## config.mk

```make
export PLATFORM = sky130hd
export DESIGN_NAME = uart_rxd_ctrl
export DESIGN_NICKNAME = d
export VERILOG_FILES = /design/src/rtl/uart_pkg.sv /design/src/rtl/rx_baud_cnt.sv /design/src/rtl/uart_rxd_ctrl.sv
export SDC_FILE = /design/constraint.sdc
export NUM_CORES = 1
export LEC_CHECK = 0
export CAP_MARGIN = 30
export CORE_AREA = 10 10 85 58
export DETAILED_ROUTE_END_ITERATION = 10
export DIE_AREA = 0 0 95 68
export PLACE_DENSITY = 0.73
export SLEW_MARGIN = 20
export SYNTH_ARGS = -nofsm -noshare
export SYNTH_HDL_FRONTEND = slang
export SYNTH_HIERARCHICAL = 1
export SYNTH_SLANG_ARGS = --single-unit
```

## constraint.sdc

```tcl
create_clock -name clk_50M -period 3.4 [get_ports clk_50M]
set_clock_uncertainty 0.05 [all_clocks]
set_input_delay 0.68 -clock clk_50M [delete_from_list [all_inputs] [get_ports clk_50M]]
set_output_delay 0.68 -clock clk_50M [all_outputs]
set_load 0.03 [all_outputs]
```

## src/rtl/uart_pkg.sv

```systemverilog
// Shared UART definitions: receive state encoding, frame constants and the
// default bit period used by both the receive and transmit paths.
package uart_pkg;

    localparam int DATA_BITS        = 8;
    localparam int BAUD_DIV_DEFAULT = 5208;
    localparam int BAUD_DIV_MIN     = 4;
    localparam int BAUD_DIV_MAX     = 8191;
    localparam int CNT_W            = 13;

    typedef enum logic [2:0] {
        RX_IDLE       = 3'd0,
        RX_START      = 3'd1,
        RX_DATA       = 3'd2,
        RX_STOP       = 3'd3,
        RX_BREAK_WAIT = 3'd4
    } rx_state_e;

    // Count value at which the start bit is re-checked (middle of the bit).
    function automatic int half_bit_tc(input int baud_div);
        return baud_div / 2 - 1;
    endfunction

    function automatic int full_bit_tc(input int baud_div);
        return baud_div - 1;
    endfunction

endpackage

```

## src/rtl/rx_baud_cnt.sv

```systemverilog
// Bit-period counter for the UART receiver. Counts clock cycles since the
// last clear and flags the half-bit and full-bit sample points.
module rx_baud_cnt
    import uart_pkg::*;
#(
    parameter int BAUD_DIV = BAUD_DIV_DEFAULT
) (
    input  logic clk_50M,
    input  logic reset,
    input  logic clear,
    output logic half_tc,
    output logic full_tc
);

    localparam logic [CNT_W-1:0] HALF_TC = CNT_W'(half_bit_tc(BAUD_DIV));
    localparam logic [CNT_W-1:0] FULL_TC = CNT_W'(full_bit_tc(BAUD_DIV));

    logic [CNT_W-1:0] count;

    // NOTE: sequential state is updated with <= so every flop samples the
    // pre-edge value of its inputs regardless of statement order.
    always_ff @(posedge clk_50M) begin
        if (reset || clear) begin
            count <= '0;
        end else if (count != FULL_TC) begin
            // Saturate at the full-bit point so a missed clear never wraps.
            count <= count + 1'b1;
        end
    end

    assign half_tc = (count == HALF_TC);
    assign full_tc = (count == FULL_TC);

endmodule

```

## src/rtl/uart_rxd_ctrl.sv

```systemverilog
// UART receiver, 8N1: synchronizes the serial line, frames bytes with a
// mid-bit sampling FSM and reports good frames and framing errors as pulses.
module uart_rxd_ctrl
    import uart_pkg::*;
#(
    parameter int BAUD_DIV = BAUD_DIV_DEFAULT
) (
    input  logic       clk_50M,
    input  logic       reset,
    input  logic       uart_rxd,
    output logic [7:0] read_value,
    output logic       read_complete,
    output logic       read_error,
    output logic       busy
);

    localparam logic [2:0] LAST_BIT = 3'(DATA_BITS - 1);

    rx_state_e state;
    rx_state_e state_next;

    logic       rxd_meta;
    logic       rxd_s;
    logic       rxd_prev;
    logic [7:0] shift_reg;
    logic [2:0] bit_idx;

    logic cnt_clear;
    logic half_tc;
    logic full_tc;
    logic bit_clear;
    logic shift_en;
    logic load_value;
    logic frame_err;

    rx_baud_cnt #(
        .BAUD_DIV (BAUD_DIV)
    ) u_baud_cnt (
        .clk_50M (clk_50M),
        .reset   (reset),
        .clear   (cnt_clear),
        .half_tc (half_tc),
        .full_tc (full_tc)
    );

    always_ff @(posedge clk_50M) begin
        if (reset) begin
            state <= RX_IDLE;
        end else begin
            state <= state_next;
        end
    end

    // NOTE: every output of this block gets a default first, so no path
    // through the case statement can leave a signal unassigned (no latches).
    always_comb begin
        state_next = state;
        cnt_clear  = 1'b0;
        bit_clear  = 1'b0;
        shift_en   = 1'b0;
        load_value = 1'b0;
        frame_err  = 1'b0;

        unique case (state)
            RX_IDLE: begin
                cnt_clear = 1'b1;
                if (rxd_prev && !rxd_s) begin
                    state_next = RX_START;
                    bit_clear  = 1'b1;
                end
            end
            RX_START: begin
                if (half_tc) begin
                    cnt_clear  = 1'b1;
                    // A line that is high again mid-start-bit was a glitch.
                    state_next = rxd_s ? RX_IDLE : RX_DATA;
                end
            end
            RX_DATA: begin
                if (full_tc) begin
                    cnt_clear = 1'b1;
                    shift_en  = 1'b1;
                    if (bit_idx == LAST_BIT) begin
                        state_next = RX_STOP;
                    end
                end
            end
            RX_STOP: begin
                if (full_tc) begin
                    cnt_clear = 1'b1;
                    if (rxd_s) begin
                        load_value = 1'b1;
                        state_next = RX_IDLE;
                    end else begin
                        frame_err  = 1'b1;
                        state_next = RX_BREAK_WAIT;
                    end
                end
            end
            RX_BREAK_WAIT: begin
                cnt_clear = 1'b1;
                if (rxd_s) begin
                    state_next = RX_IDLE;
                end
            end
            default: begin
                cnt_clear  = 1'b1;
                state_next = RX_IDLE;
            end
        endcase
    end

    // Synchronizer flops reset high so a reset never looks like a start edge.
    always_ff @(posedge clk_50M) begin
        if (reset) begin
            rxd_meta      <= 1'b1;
            rxd_s         <= 1'b1;
            rxd_prev      <= 1'b1;
            shift_reg     <= 8'h00;
            bit_idx       <= 3'd0;
            read_value    <= 8'h00;
            read_complete <= 1'b0;
            read_error    <= 1'b0;
        end else begin
            rxd_meta      <= uart_rxd;
            rxd_s         <= rxd_meta;
            rxd_prev      <= rxd_s;
            read_complete <= load_value;
            read_error    <= frame_err;

            if (bit_clear) begin
                bit_idx <= 3'd0;
            end else if (shift_en) begin
                bit_idx <= bit_idx + 1'b1;
            end

            if (shift_en) begin
                shift_reg <= {rxd_s, shift_reg[7:1]};
            end

            if (load_value) begin
                read_value <= shift_reg;
            end
        end
    end

    assign busy = (state != RX_IDLE);

endmodule

```

==> out/metrics.yaml <==
timing:
  relSlewSlack_pct: 64.3
  finalSetupViolCount: 0
  min_period_over_period_pct: 75.0
  finalHoldViolations: 0
  period_minus_slack_ns: 2.55
  drv_slew: 0
  fmax_ghz: 0.392
  worst_pin_slew_ns: 0.534
  rsz0062_at_grt: "no"
  finalSetupTns_ns: 0
cells_and_area:
  drive_gt1_share_pct: 11.7
  largest_register_ff_count: 13
  stdcell_area_um2: 2050
  nets: 210
  multi_input_area_um2: 925
  nFillCells: 309
  antenna_cells: 0
  register_area_um2: 801
  area_growth_syn_to_layout_pct: 15.2
power_and_ir_drop:
  ir_drop_mv: 0.402
  power_frac_comb_pct: 3.6
  p_sw_share_pct: 20.8
  p_leak_nw: 0.718
  switchingPower_w: 0.000184
  p_per_area_nw_per_um2: 433
  pwr-share-seq_pct: 53.6
  power_frac_clock_pct: 42.8
  p_int_w: 0.000702
  total_power_w: 0.000886
clock_network:
  cts_hold_repair.buffers: 0
  cts_setup_buffers: 0
  insertion_delay_ns: 0.29
  cts_root_buffer: "clkbuf_8"
  cts_tree: "done"
  cts_resized: 0
  cts.path.max_buffers: 2
  clk_pin_slew_ns: 0.07
  clkSinkCount: 40
  cts-buffers-inserted: 5
  htreeDepth: 2
drt:
  routed_wl_mm: 3.74
  dr_total_vias: 1393
  wl_per_cell_um: 14.8
  dr.pass1.iters: 4
  vias_per_cell: 5.53
  drcViolationCount: 0
  ant_nets: 0
  drt-initial-drc-count: 138
yosys:
  syn_avg_cell_area_um2: 9.41
  syn-cell-area_um2: 1780
  ys_seq_area_share_pct: 45.0
  synth.distinct_cells: 44
  postSynthRegisterBits: 40
  ys_warn_count: 6
  syn_nets: 195
  syn_inst: 189
floorplan:
  core_area_um2: 3450
  start_util_pct: 51.6
  dieWidth_um: 95
  rows: 17
  die_area_um2: 6460
  die_h_um: 68
  num_io_pins: 14
place:
  buffer_ports.inserted: 13
  place.gp.congestion: 0.822
  hpwl_mm: 2.68
  place_area_um2: 1940
worst_setup_path:
  critPathSlowestCell: "clkdlybuf4s50_1"
  required_ns: 2.67
  cp_max_fo: 11
  critPathArrivalTime_ns: 1.82
  start_kind: "flop"
  cpPeakStageDelay_ns: 0.61
  path_cells: "or3_1, clkdlybuf4s50_1"
  crit_type: "reg -> out"
  worst_setup_path_end_kind: "primary output"
grt:
  overflow: 0
  grt_pass1_wl_mm: 6.24
  grt_start_max_net_pins: 20
  grt_util_all_layers_pct: 12.5
  grt_pass1_vias: 1332
  grt_antenna_before_repair: 0
job:
  cap_violations: 0
hold_path:
  min_path_type: "reg -> reg"
run_status:
  status: "finished, final reports clean"
[cells in the mapped netlist]
master | n | area share (%)
mux2_4 | 1 | 0.84
o21bai_1 | 1 | 0.42
nor2_1 | 12 | 2.5
nor4_1 | 3 | 1.1
nor2b_1 | 2 | 0.70
nor4bb_1 | 3 | 1.7
nand4b_1 | 1 | 0.49
o21ai_0 | 3 | 0.84
o21ai_1 | 1 | 0.28
a21oi_1 | 16 | 4.5
nand2_2 | 1 | 0.35
and3_1 | 2 | 0.70
nand2b_4 | 1 | 0.77
o31ai_1 | 5 | 2.1
a31oi_1 | 1 | 0.35
or2_2 | 4 | 1.4
nand3_4 | 1 | 0.99
nand4_2 | 1 | 0.70
dfxtp_1 | 40 | 45
or4_1 | 3 | 1.3
nand2_1 | 30 | 6.3
buf_4 | 1 | 0.42
or3_1 | 6 | 2.1
nand3b_4 | 1 | 1.1
ha_1 | 3 | 2.1
nor3b_2 | 1 | 0.70
or3b_1 | 1 | 0.49
buf_6 | 1 | 0.63
o21ai_2 | 1 | 0.49
nor3b_1 | 1 | 0.42
nor4b_1 | 2 | 0.99
xor2_1 | 1 | 0.49
o21bai_2 | 1 | 0.63
mux2i_1 | 12 | 6.8
nand3_1 | 5 | 1.4
o21a_1 | 2 | 0.84
inv_1 | 5 | 1.1
nor2_8 | 1 | 1.1
nor3_1 | 4 | 1.1
o311ai_4 | 1 | 1.5
xnor2_1 | 1 | 0.49
clkbuf_1 | 4 | 0.84
a21oi_2 | 1 | 0.49
nand4_1 | 1 | 0.35
[through the flow]
step                      hold slack [ns]  cells  utilization (%)  setup WS [ns]
after CTS                           0.368    252             59.4          0.846
after floorplan                     0.339    189                -           1.22
final                               0.365    252             59.4          0.851
after global routing                0.373    252             59.4          0.782
after global placement              0.342    244             56.3           1.12
after detailed placement            0.352    244             56.3           1.03
[critical path, delay by kind of cell, from the launching register on]
family,cells,cell delay [ns]
DFF,1,0.47
and+or+nand+nor,1,0.45
buffers and inverters,1,0.61
[cell families after synthesis]
kind of cell	synth area share, %
AO/OA/AOI/OAI	12.5
XOR/XNOR	0.985
adder cells (fa/ha/maj)	2.11
buffers and inverters	2.96
flip-flops	45.0
multiplexers	7.60
AND/OR/NAND/NOR	28.9
[layout make-up]
cell class / count / area share (%)
repair buffers: 14 / 6.72
clock buffers: 6 / 3.54
flip-flops and latches: 40 / 39.1
multi-input cells: 138 / 45.1
inverters: 5 / 0.916
clock inverters: 2 / 1.71
well taps: 47 / 2.87
[placed cells by master, fill, tap and decap left out, types with 3 or more instances in the layout]
cell type,n
mux2i_1,12
o31ai_1,5
clkbuf_8,5
nand3_1,5
inv_1,5
or2_2,4
a21oi_1,16
ha_1,3
or4_1,3
or3_1,6
o21ai_0,3
nor4_1,3
nor4bb_1,3
dfxtp_1,40
nand2_1,30
nor2_1,12
nor3_1,4
clkdlybuf4s50_1,13
[metal layers]
layer / routed length (um) / share of wire, % / global-route usage [%] / vias to the layer above
met5: 0 / 0 / 0 / -
met4: 79 / 2.1 / 7.25 / 0
met3: 168 / 4.5 / 3.49 / 7
met2: 1710 / 46 / 19.6 / 26
met1: 1780 / 48 / 15.2 / 659
li1: - / - / - / 701
[power by group through the flow]
stage                     Clock, W  Sequential (W)  Combinational, W
after floorplan                  0        0.000485         0.0000231
after global placement           0        0.000486         0.0000306
after detailed placement         0        0.000486         0.0000318
after CTS                 0.000386        0.000475         0.0000321
after global routing      0.000404        0.000475         0.0000352
final                     0.000379        0.000475         0.0000321
[path summary, 6_finish.rpt]
kind	from	end	slack, ns	cells after the start
setup reg to reg	u_baud_cnt/count[0]	u_baud_cnt/count[3]	1.01	9
setup / recovery	state[1]	busy	0.85	2
hold / removal	rxd_meta	rxd_s	0.36	1
hold reg to reg	rxd_meta	rxd_s	0.36	1
No activity file was read; power rests on OpenSTA's default activity.
